<file path="src/rtl/interlaken_pkg.sv">
// Interlaken lane constants, header codes and framer state encoding.
// Shared by the TX lane framer and its CRC32-C helper.
package interlaken_pkg;

  localparam logic [63:0] SYNC_WORD  = 64'h78f678f678f678f6;
  localparam logic [63:0] STATE_WORD = 64'h2800000000000000;
  localparam logic [63:0] SKIP_WORD  = 64'h1e1e1e1e1e1e1e1e;
  localparam logic [5:0]  DIAG_TYPE  = 6'b011001;

  localparam logic [1:0] HDR_DATA = 2'b01;
  localparam logic [1:0] HDR_CTRL = 2'b10;

  localparam logic [31:0] CRC32C_POLY = 32'h1EDC6F41;

  typedef enum logic [2:0] {
    SYNC,
    SCRAM,
    SKIP,
    PAYLOAD,
    DIAG
  } frame_state_e;

  function automatic logic [31:0] reflect32(input logic [31:0] v);
    logic [31:0] r;
    for (int i = 0; i < 32; i++) r[i] = v[31-i];
    return r;
  endfunction

endpackage

</file>
<file path="src/rtl/metaframe_framer_if.sv">
// Lane word stream: 64b word plus 2b 64b/67b header.
// Master drives word/valid, slave drives ready.
interface metaframe_framer_if;
  logic [63:0] data;
  logic [1:0]  header;
  logic        valid;
  logic        ready;

  modport master (
    output data,
    output header,
    output valid,
    input  ready
  );

  modport slave (
    input  data,
    input  header,
    input  valid,
    output ready
  );
endinterface

</file>
<file path="src/rtl/metaframe_framer_crc32c_64.sv">
// Combinational CRC32-C (reflected) advance over one 64b word.
// Bit 0 of the word is shifted in first.
module crc32c_64
  import interlaken_pkg::*;
(
  input  logic [31:0] crc_in,
  input  logic [63:0] data,
  output logic [31:0] crc_out
);

  localparam logic [31:0] POLY_R = reflect32(CRC32C_POLY);

  // serial LFSR unrolled across all 64 data bits
  always_comb begin
    logic [31:0] c;
    c = crc_in;
    for (int i = 0; i < 64; i++) begin
      if ((c[0] ^ data[i]) == 1'b1) c = (c >> 1) ^ POLY_R;
      else                          c = c >> 1;
    end
    crc_out = c;
  end

endmodule

</file>
<file path="src/rtl/metaframe_framer.sv">
// Interlaken TX lane framer: Sync/State/Skip/payload/Diag metaframes.
// Optional CRC32-C in the Diag word via FRAMER_CRC32_EN.
module metaframe_framer
  import interlaken_pkg::*;
#(
  parameter int          TX_DATA_WIDTH = 64,
  parameter int          METAFRAME_LEN = 2048,
  parameter logic [63:0] SYNC_WORD     = interlaken_pkg::SYNC_WORD,
  parameter logic [63:0] STATE_WORD    = interlaken_pkg::STATE_WORD,
  parameter logic [63:0] SKIP_WORD     = interlaken_pkg::SKIP_WORD,
  parameter logic [5:0]  DIAG_TYPE     = interlaken_pkg::DIAG_TYPE
) (
  input  logic               USER_CLK,
  input  logic               SYSTEM_RESET_N,
  metaframe_framer_if.slave  in_lane,
  metaframe_framer_if.master out_lane,
  input  logic [1:0]         LANE_STATUS,
  input  logic               PASSTHROUGH,
  output logic               META_START
);

  localparam int CW = $clog2(METAFRAME_LEN);
  localparam logic [CW-1:0] LAST = CW'(METAFRAME_LEN - 5);

  if (METAFRAME_LEN < 5) begin : g_len_chk
    $error("METAFRAME_LEN must be at least 5");
  end
  if (TX_DATA_WIDTH != 64) begin : g_width_chk
    $error("only TX_DATA_WIDTH 64 is supported");
  end

  logic [1:0]   rst_sync_q;
  logic         rst_core_n;
  frame_state_e state_q, state_d;
  logic [CW-1:0] cnt_q, cnt_d;
  logic [63:0]  data_q, data_d;
  logic [1:0]   hdr_q, hdr_d;
  logic         vld_q, vld_d;
  logic         meta_q, meta_d;
  logic         rdy;
  logic         slot;
  logic [31:0]  diag_hi;
  logic [63:0]  frame_word;
  logic [1:0]   frame_hdr;
  logic [31:0]  crc_field;

  assign slot    = out_lane.ready;
  assign diag_hi = {DIAG_TYPE, 24'h0, LANE_STATUS};

  // reset: assert immediately, release two clocks later
  always_ff @(posedge USER_CLK or negedge SYSTEM_RESET_N) begin
    if (!SYSTEM_RESET_N) rst_sync_q <= 2'b00;
    else                 rst_sync_q <= {rst_sync_q[0], 1'b1};
  end

  assign rst_core_n = rst_sync_q[1];

  // word the current framing slot carries (Diag CRC field zeroed)
  always_comb begin
    frame_word = SKIP_WORD;
    frame_hdr  = HDR_CTRL;
    unique case (state_q)
      SYNC:    frame_word = SYNC_WORD;
      SCRAM:   frame_word = STATE_WORD;
      SKIP:    frame_word = SKIP_WORD;
      PAYLOAD: begin
        if (in_lane.valid) begin
          frame_word = in_lane.data;
          frame_hdr  = in_lane.header;
        end
      end
      DIAG:    frame_word = {diag_hi, 32'h0};
      default: frame_word = SKIP_WORD;
    endcase
  end

`ifdef FRAMER_CRC32_EN
  logic [31:0] crc_q, crc_next;

  crc32c_64 u_crc (
    .crc_in  (crc_q),
    .data    (frame_word),
    .crc_out (crc_next)
  );

  assign crc_field = ~crc_next;

  // running CRC, reloaded after Diag and in passthrough
  always_ff @(posedge USER_CLK or negedge rst_core_n) begin
    if (!rst_core_n) begin
      crc_q <= 32'hFFFFFFFF;
    end else if (slot) begin
      if (PASSTHROUGH || state_q == DIAG) crc_q <= 32'hFFFFFFFF;
      else                                crc_q <= crc_next;
    end
  end
`else
  assign crc_field = 32'h0;
`endif

  // next state, counter and output word for this slot
  always_comb begin
    state_d = state_q;
    cnt_d   = cnt_q;
    data_d  = data_q;
    hdr_d   = hdr_q;
    vld_d   = slot;
    meta_d  = 1'b0;
    rdy     = 1'b0;
    if (slot) begin
      if (PASSTHROUGH) begin
        rdy     = 1'b1;
        data_d  = in_lane.data;
        hdr_d   = in_lane.header;
        state_d = SYNC;
        cnt_d   = '0;
      end else begin
        data_d = (state_q == DIAG) ? {diag_hi, crc_field} : frame_word;
        hdr_d  = frame_hdr;
        meta_d = (state_q == SYNC);
        unique case (state_q)
          SYNC:  state_d = SCRAM;
          SCRAM: state_d = SKIP;
          SKIP: begin
            state_d = PAYLOAD;
            cnt_d   = '0;
          end
          PAYLOAD: begin
            rdy = 1'b1;
            if (cnt_q == LAST) state_d = DIAG;
            else               cnt_d   = cnt_q + 1'b1;
          end
          DIAG:    state_d = SYNC;
          default: state_d = SYNC;
        endcase
      end
    end
  end

  // state and registered output stage
  always_ff @(posedge USER_CLK or negedge rst_core_n) begin
    if (!rst_core_n) begin
      state_q <= SYNC;
      cnt_q   <= '0;
      data_q  <= '0;
      hdr_q   <= 2'b00;
      vld_q   <= 1'b0;
      meta_q  <= 1'b0;
    end else begin
      state_q <= state_d;
      cnt_q   <= cnt_d;
      data_q  <= data_d;
      hdr_q   <= hdr_d;
      vld_q   <= vld_d;
      meta_q  <= meta_d;
    end
  end

  assign in_lane.ready   = rdy & rst_core_n;
  assign out_lane.data   = data_q;
  assign out_lane.header = hdr_q;
  assign out_lane.valid  = vld_q;
  assign META_START      = meta_q;

endmodule
</file>
<file path="src/flat_wrapper.sv">
// flat-port wrapper written by rule: the top's interface ports become plain ports
module metaframe_framer_flat import interlaken_pkg::*;
#(
  parameter int          TX_DATA_WIDTH = 64,
  parameter int          METAFRAME_LEN = 2048,
  parameter logic [63:0] SYNC_WORD     = interlaken_pkg::SYNC_WORD,
  parameter logic [63:0] STATE_WORD    = interlaken_pkg::STATE_WORD,
  parameter logic [63:0] SKIP_WORD     = interlaken_pkg::SKIP_WORD,
  parameter logic [5:0]  DIAG_TYPE     = interlaken_pkg::DIAG_TYPE
)
  (USER_CLK, SYSTEM_RESET_N, LANE_STATUS, PASSTHROUGH, META_START, in_lane_data, in_lane_header, in_lane_valid, in_lane_ready, out_lane_data, out_lane_header, out_lane_valid, out_lane_ready);
  metaframe_framer_if in_lane_i ();
  metaframe_framer_if out_lane_i ();
  input  logic USER_CLK;
  input  logic SYSTEM_RESET_N;
  input  logic [1:0] LANE_STATUS;
  input  logic PASSTHROUGH;
  output logic META_START;
  input wire logic [$bits(in_lane_i.data)-1:0] in_lane_data;
  input wire logic [$bits(in_lane_i.header)-1:0] in_lane_header;
  input wire logic [$bits(in_lane_i.valid)-1:0] in_lane_valid;
  output wire logic [$bits(in_lane_i.ready)-1:0] in_lane_ready;
  output wire logic [$bits(out_lane_i.data)-1:0] out_lane_data;
  output wire logic [$bits(out_lane_i.header)-1:0] out_lane_header;
  output wire logic [$bits(out_lane_i.valid)-1:0] out_lane_valid;
  input wire logic [$bits(out_lane_i.ready)-1:0] out_lane_ready;
  assign in_lane_i.data = in_lane_data;
  assign in_lane_i.header = in_lane_header;
  assign in_lane_i.valid = in_lane_valid;
  assign in_lane_ready = in_lane_i.ready;
  assign out_lane_data = out_lane_i.data;
  assign out_lane_header = out_lane_i.header;
  assign out_lane_valid = out_lane_i.valid;
  assign out_lane_i.ready = out_lane_ready;
  metaframe_framer #(.TX_DATA_WIDTH(TX_DATA_WIDTH), .METAFRAME_LEN(METAFRAME_LEN), .SYNC_WORD(SYNC_WORD), .STATE_WORD(STATE_WORD), .SKIP_WORD(SKIP_WORD), .DIAG_TYPE(DIAG_TYPE)) u_core (.USER_CLK(USER_CLK), .SYSTEM_RESET_N(SYSTEM_RESET_N), .in_lane(in_lane_i), .out_lane(out_lane_i), .LANE_STATUS(LANE_STATUS), .PASSTHROUGH(PASSTHROUGH), .META_START(META_START));
endmodule
</file>
<file path="config.mk">
export PLATFORM = sky130hd
export DESIGN_NAME = metaframe_framer_flat
export DESIGN_NICKNAME = d
export VERILOG_FILES = /design/src/rtl/interlaken_pkg.sv /design/src/rtl/metaframe_framer_if.sv /design/src/rtl/metaframe_framer_crc32c_64.sv /design/src/rtl/metaframe_framer.sv /design/src/flat_wrapper.sv
export SDC_FILE = /design/constraint.sdc
export NUM_CORES = 1
export LEC_CHECK = 0
export ABC_AREA = 1
export CORE_MARGIN = 2
export CORE_UTILIZATION = 35
export DETAILED_ROUTE_END_ITERATION = 7
export PLACE_DENSITY = 0.69
export SYNTH_ARGS = -nofsm -noshare
export SYNTH_HDL_FRONTEND = slang
export SYNTH_SLANG_ARGS = --single-unit
</file>
<file path="constraint.sdc">
create_clock -name USER_CLK -period 4.1 [get_ports USER_CLK]
set_input_delay 0.82 -clock USER_CLK [delete_from_list [all_inputs] [get_ports USER_CLK]]
set_output_delay 0.82 -clock USER_CLK [all_outputs]
set_load 0.005 [all_outputs]
</file>
==> impl_metrics.ini <==
[sta]
relSlewSlack_pct = 30.99
timing_hold_violations_final = 0
fmax_mhz = 313.2
rsz0062_at_grt = false
layout_min_cycle_time_ns = 3.193
tns_ns = 0
post-route-period-util_pct = 77.87
setup_viol = 0
worst_pin_slew_ns = 1.035
setup_ws_ns = 0.9073
finalMaxSlewViolations = 0
fin_skew_ns = 0.01564

[worst_setup_path]
critPathMaxStageDelay_ns = 0.50
arrival_ns = 2.37
end_kind = output pin
start_kind = input port
crit_buf_inv = 4
r2r_cells = 6
cp.required_ns = 3.28
critPathMostFrequentCell = clkdlybuf4s50_1
r2r_slack_ns = 2.19
timing.rr.end = u_core.cnt_q[8]
path_max_fanout = 15
endpoint = in_lane_ready
crit_family = buffers and inverters
worst_path_max_delay_cell = clkdlybuf4s50_1
cp-startpoint = PASSTHROUGH
path_class = in -> out
path_depth = 6
r2r-start = u_core.cnt_q[0]
path_cells = clkdlybuf4s50_1, buf_4, inv_1, nand2_2, and3_1, clkdlybuf4s50_1

[final_layout]
syn_to_final_growth_pct = 45.43
n_antenna_cell = 0
final_nets = 643
final_cells = 710
final_cell_mix = clkdlybuf4s50_1 (141), nand2_1 (126), dfrtp_1 (83)
drive_gt1_share_pct = 6.272
final_core_util_pct = 52.76
final_common_cell = clkdlybuf4s50_1

[global_routing]
grt_use_total_pct = 18.68
gr-total-overflow = 0
first_global_vias = 3426
grt_pass1_wl_um = 16990
antenna_found_initial = 0
grt_max_degree = 83

[logic_synthesis]
syn_area_um2 = 3779
synth_edf_count = 0
synth.distinct_cells = 36
yosys_warnings = 0
ys_seq_area_share_pct = 55.63
synth_area_leader_cell = dfrtp_1
synthFlopType = dfrtp_1
synth.area.top_cells = dfrtp_1 (56%), nand2_1 (13%), o21ai_0 (4.2%)
ys_ff_latch = 84
syn-num-nets = 505
netlist_instances = 431
synth_top_cell_area_share_pct = 55.63
avgSynthCellArea_um2 = 8.767
synthArstFlopShare_pct = 100.0

[route]
wire_per_inst_um = 14.82
drc = 0
first_iter_violations = 242
wl_um = 10520
drt_first_pass_iters = 4
final_antenna_net_count = 0
viasPerCell = 4.930
vias = 3500

[cts]
cts_setup_buffers = 0
clock_latency_ns = 0.36
ctsRootBufferMaster = clkbuf_8
ctsResizeCount = 0
cts_num_sinks = 84
postCtsHoldBufs = 0
cts_tree = done
clk_pin_slew_ns = 0.08
htreeDepth = 3
cts_buffers = 9
clockBufferDepth = 2

[floorplanning]
coreArea_um2 = 10420
ios = 142
die_width_um = 107.9
start_util_pct = 36.28
row_count = 37
die_h_um = 107.9
die-area_um2 = 11640

[pwr]
p_seq_share_pct = 45.9
power_density_nw_per_um2 = 406.7
vdd_drop_max_v = 0.0001792
switchingPower_uw = 657.3
pwr-share-comb_pct = 27.8
power_leakage_uw = 0.002429
switching_share_pct = 29.41
p_clk_share_pct = 26.3
p_int_uw = 1578

[placed_design]
port_buffers = 141
place_inst = 694
dp_slack_ns = 0.9051
gp_congestion = 0.8317
dp_hpwl_um = 7575

[hold_path]
hold_path_class = reg -> reg

[run]
max_cap_violations = 0

[outcome]
outcome = complete, no violations
-- how the worst min path moves through the flow --
stage                               startpoint                   end  slack [ns]  cells after the start
final                     u_core.rst_sync_q[0]  u_core.rst_sync_q[1]        0.36                      0
after global routing      u_core.rst_sync_q[0]  u_core.rst_sync_q[1]        0.38                      0
after CTS                 u_core.rst_sync_q[0]  u_core.rst_sync_q[1]        0.36                      0
after detailed placement  u_core.rst_sync_q[0]  u_core.rst_sync_q[1]        0.34                      0
after floorplan           u_core.rst_sync_q[0]  u_core.rst_sync_q[1]        0.33                      0
after global placement    u_core.rst_sync_q[0]  u_core.rst_sync_q[1]        0.34                      0
-- cell usage after synthesis, types with 6 or more instances --
master    instances
a21oi_1          21
a22o_1           12
clkbuf_1          9
dfrtp_1          84
inv_1            15
nand2_1         126
nand3_1          19
nand4_1           9
nor2_1           39
o21ai_0          32
o21ai_1          13
o31ai_1           6
-- routing by layer --
metal,vias to the layer above,GRT usage [%],wire length (µm)
met1,1663,24.91,4641
met3,20,4.479,613
met4,0,6.960,248
li1,1708,-,-
met2,109,29.60,5017
met5,-,0,0
-- per-stage QoR --
stage | area (µm²) | hold WS, ns | power, µW
detailed placement | 5303 | 0.3443 | 1670
CTS | 5495 | 0.3627 | 2269
global placement | 5303 | 0.3360 | 1657
floorplan | 3779 | 0.3312 | 1290
global route | 5495 | 0.3770 | 2368
finish | 5495 | 0.3595 | 2235
-- cells by family (layout without fill, tap and decap cells) --
kind of cell / count (synthesis) / count (layout) / share of synthesized area, %
compound gates: 93 / 93 / 14.77
buf+inv: 38 / 181 / 4.503
flops: 84 / 84 / 55.63
fa+ha+maj: 1 / 1 / 0.3311
other cells: 1 / 1 / 0.09924
xor+xnor: 4 / 4 / 0.9273
simple gates: 210 / 210 / 23.74
-- layout make-up --
cell class / count / area [µm²]
inverter: 19 / 71.32
fill: 987 / 4921
multi-input combinational: 309 / 1506
clock inverter: 5 / 61.31
sequential: 84 / 2106
timing repair buffer: 146 / 1449
tap: 136 / 170.2
clock buffer: 11 / 131.4
-- power groups by stage --
stage	Combinational (µW)	Sequential, µW	Clock [µW]
2_1_floorplan	237	1050	0
3_3_place_gp	618	1040	0
3_5_place_dp	629	1040	0
4_1_cts	631	1030	611
5_1_grt	685	1040	641
6_report	622	1030	587
-- registers in the layout (all words and copies together), names as in the netlist --
register	flops
u_core.state_q	3
u_core.out_lane.data	64
u_core.rst_sync_q	2
u_core.META_START	1
u_core.out_lane.header	2
u_core.cnt_q	11
u_core.out_lane.valid	1
Note: power is estimated with default switching activity, not from simulation.
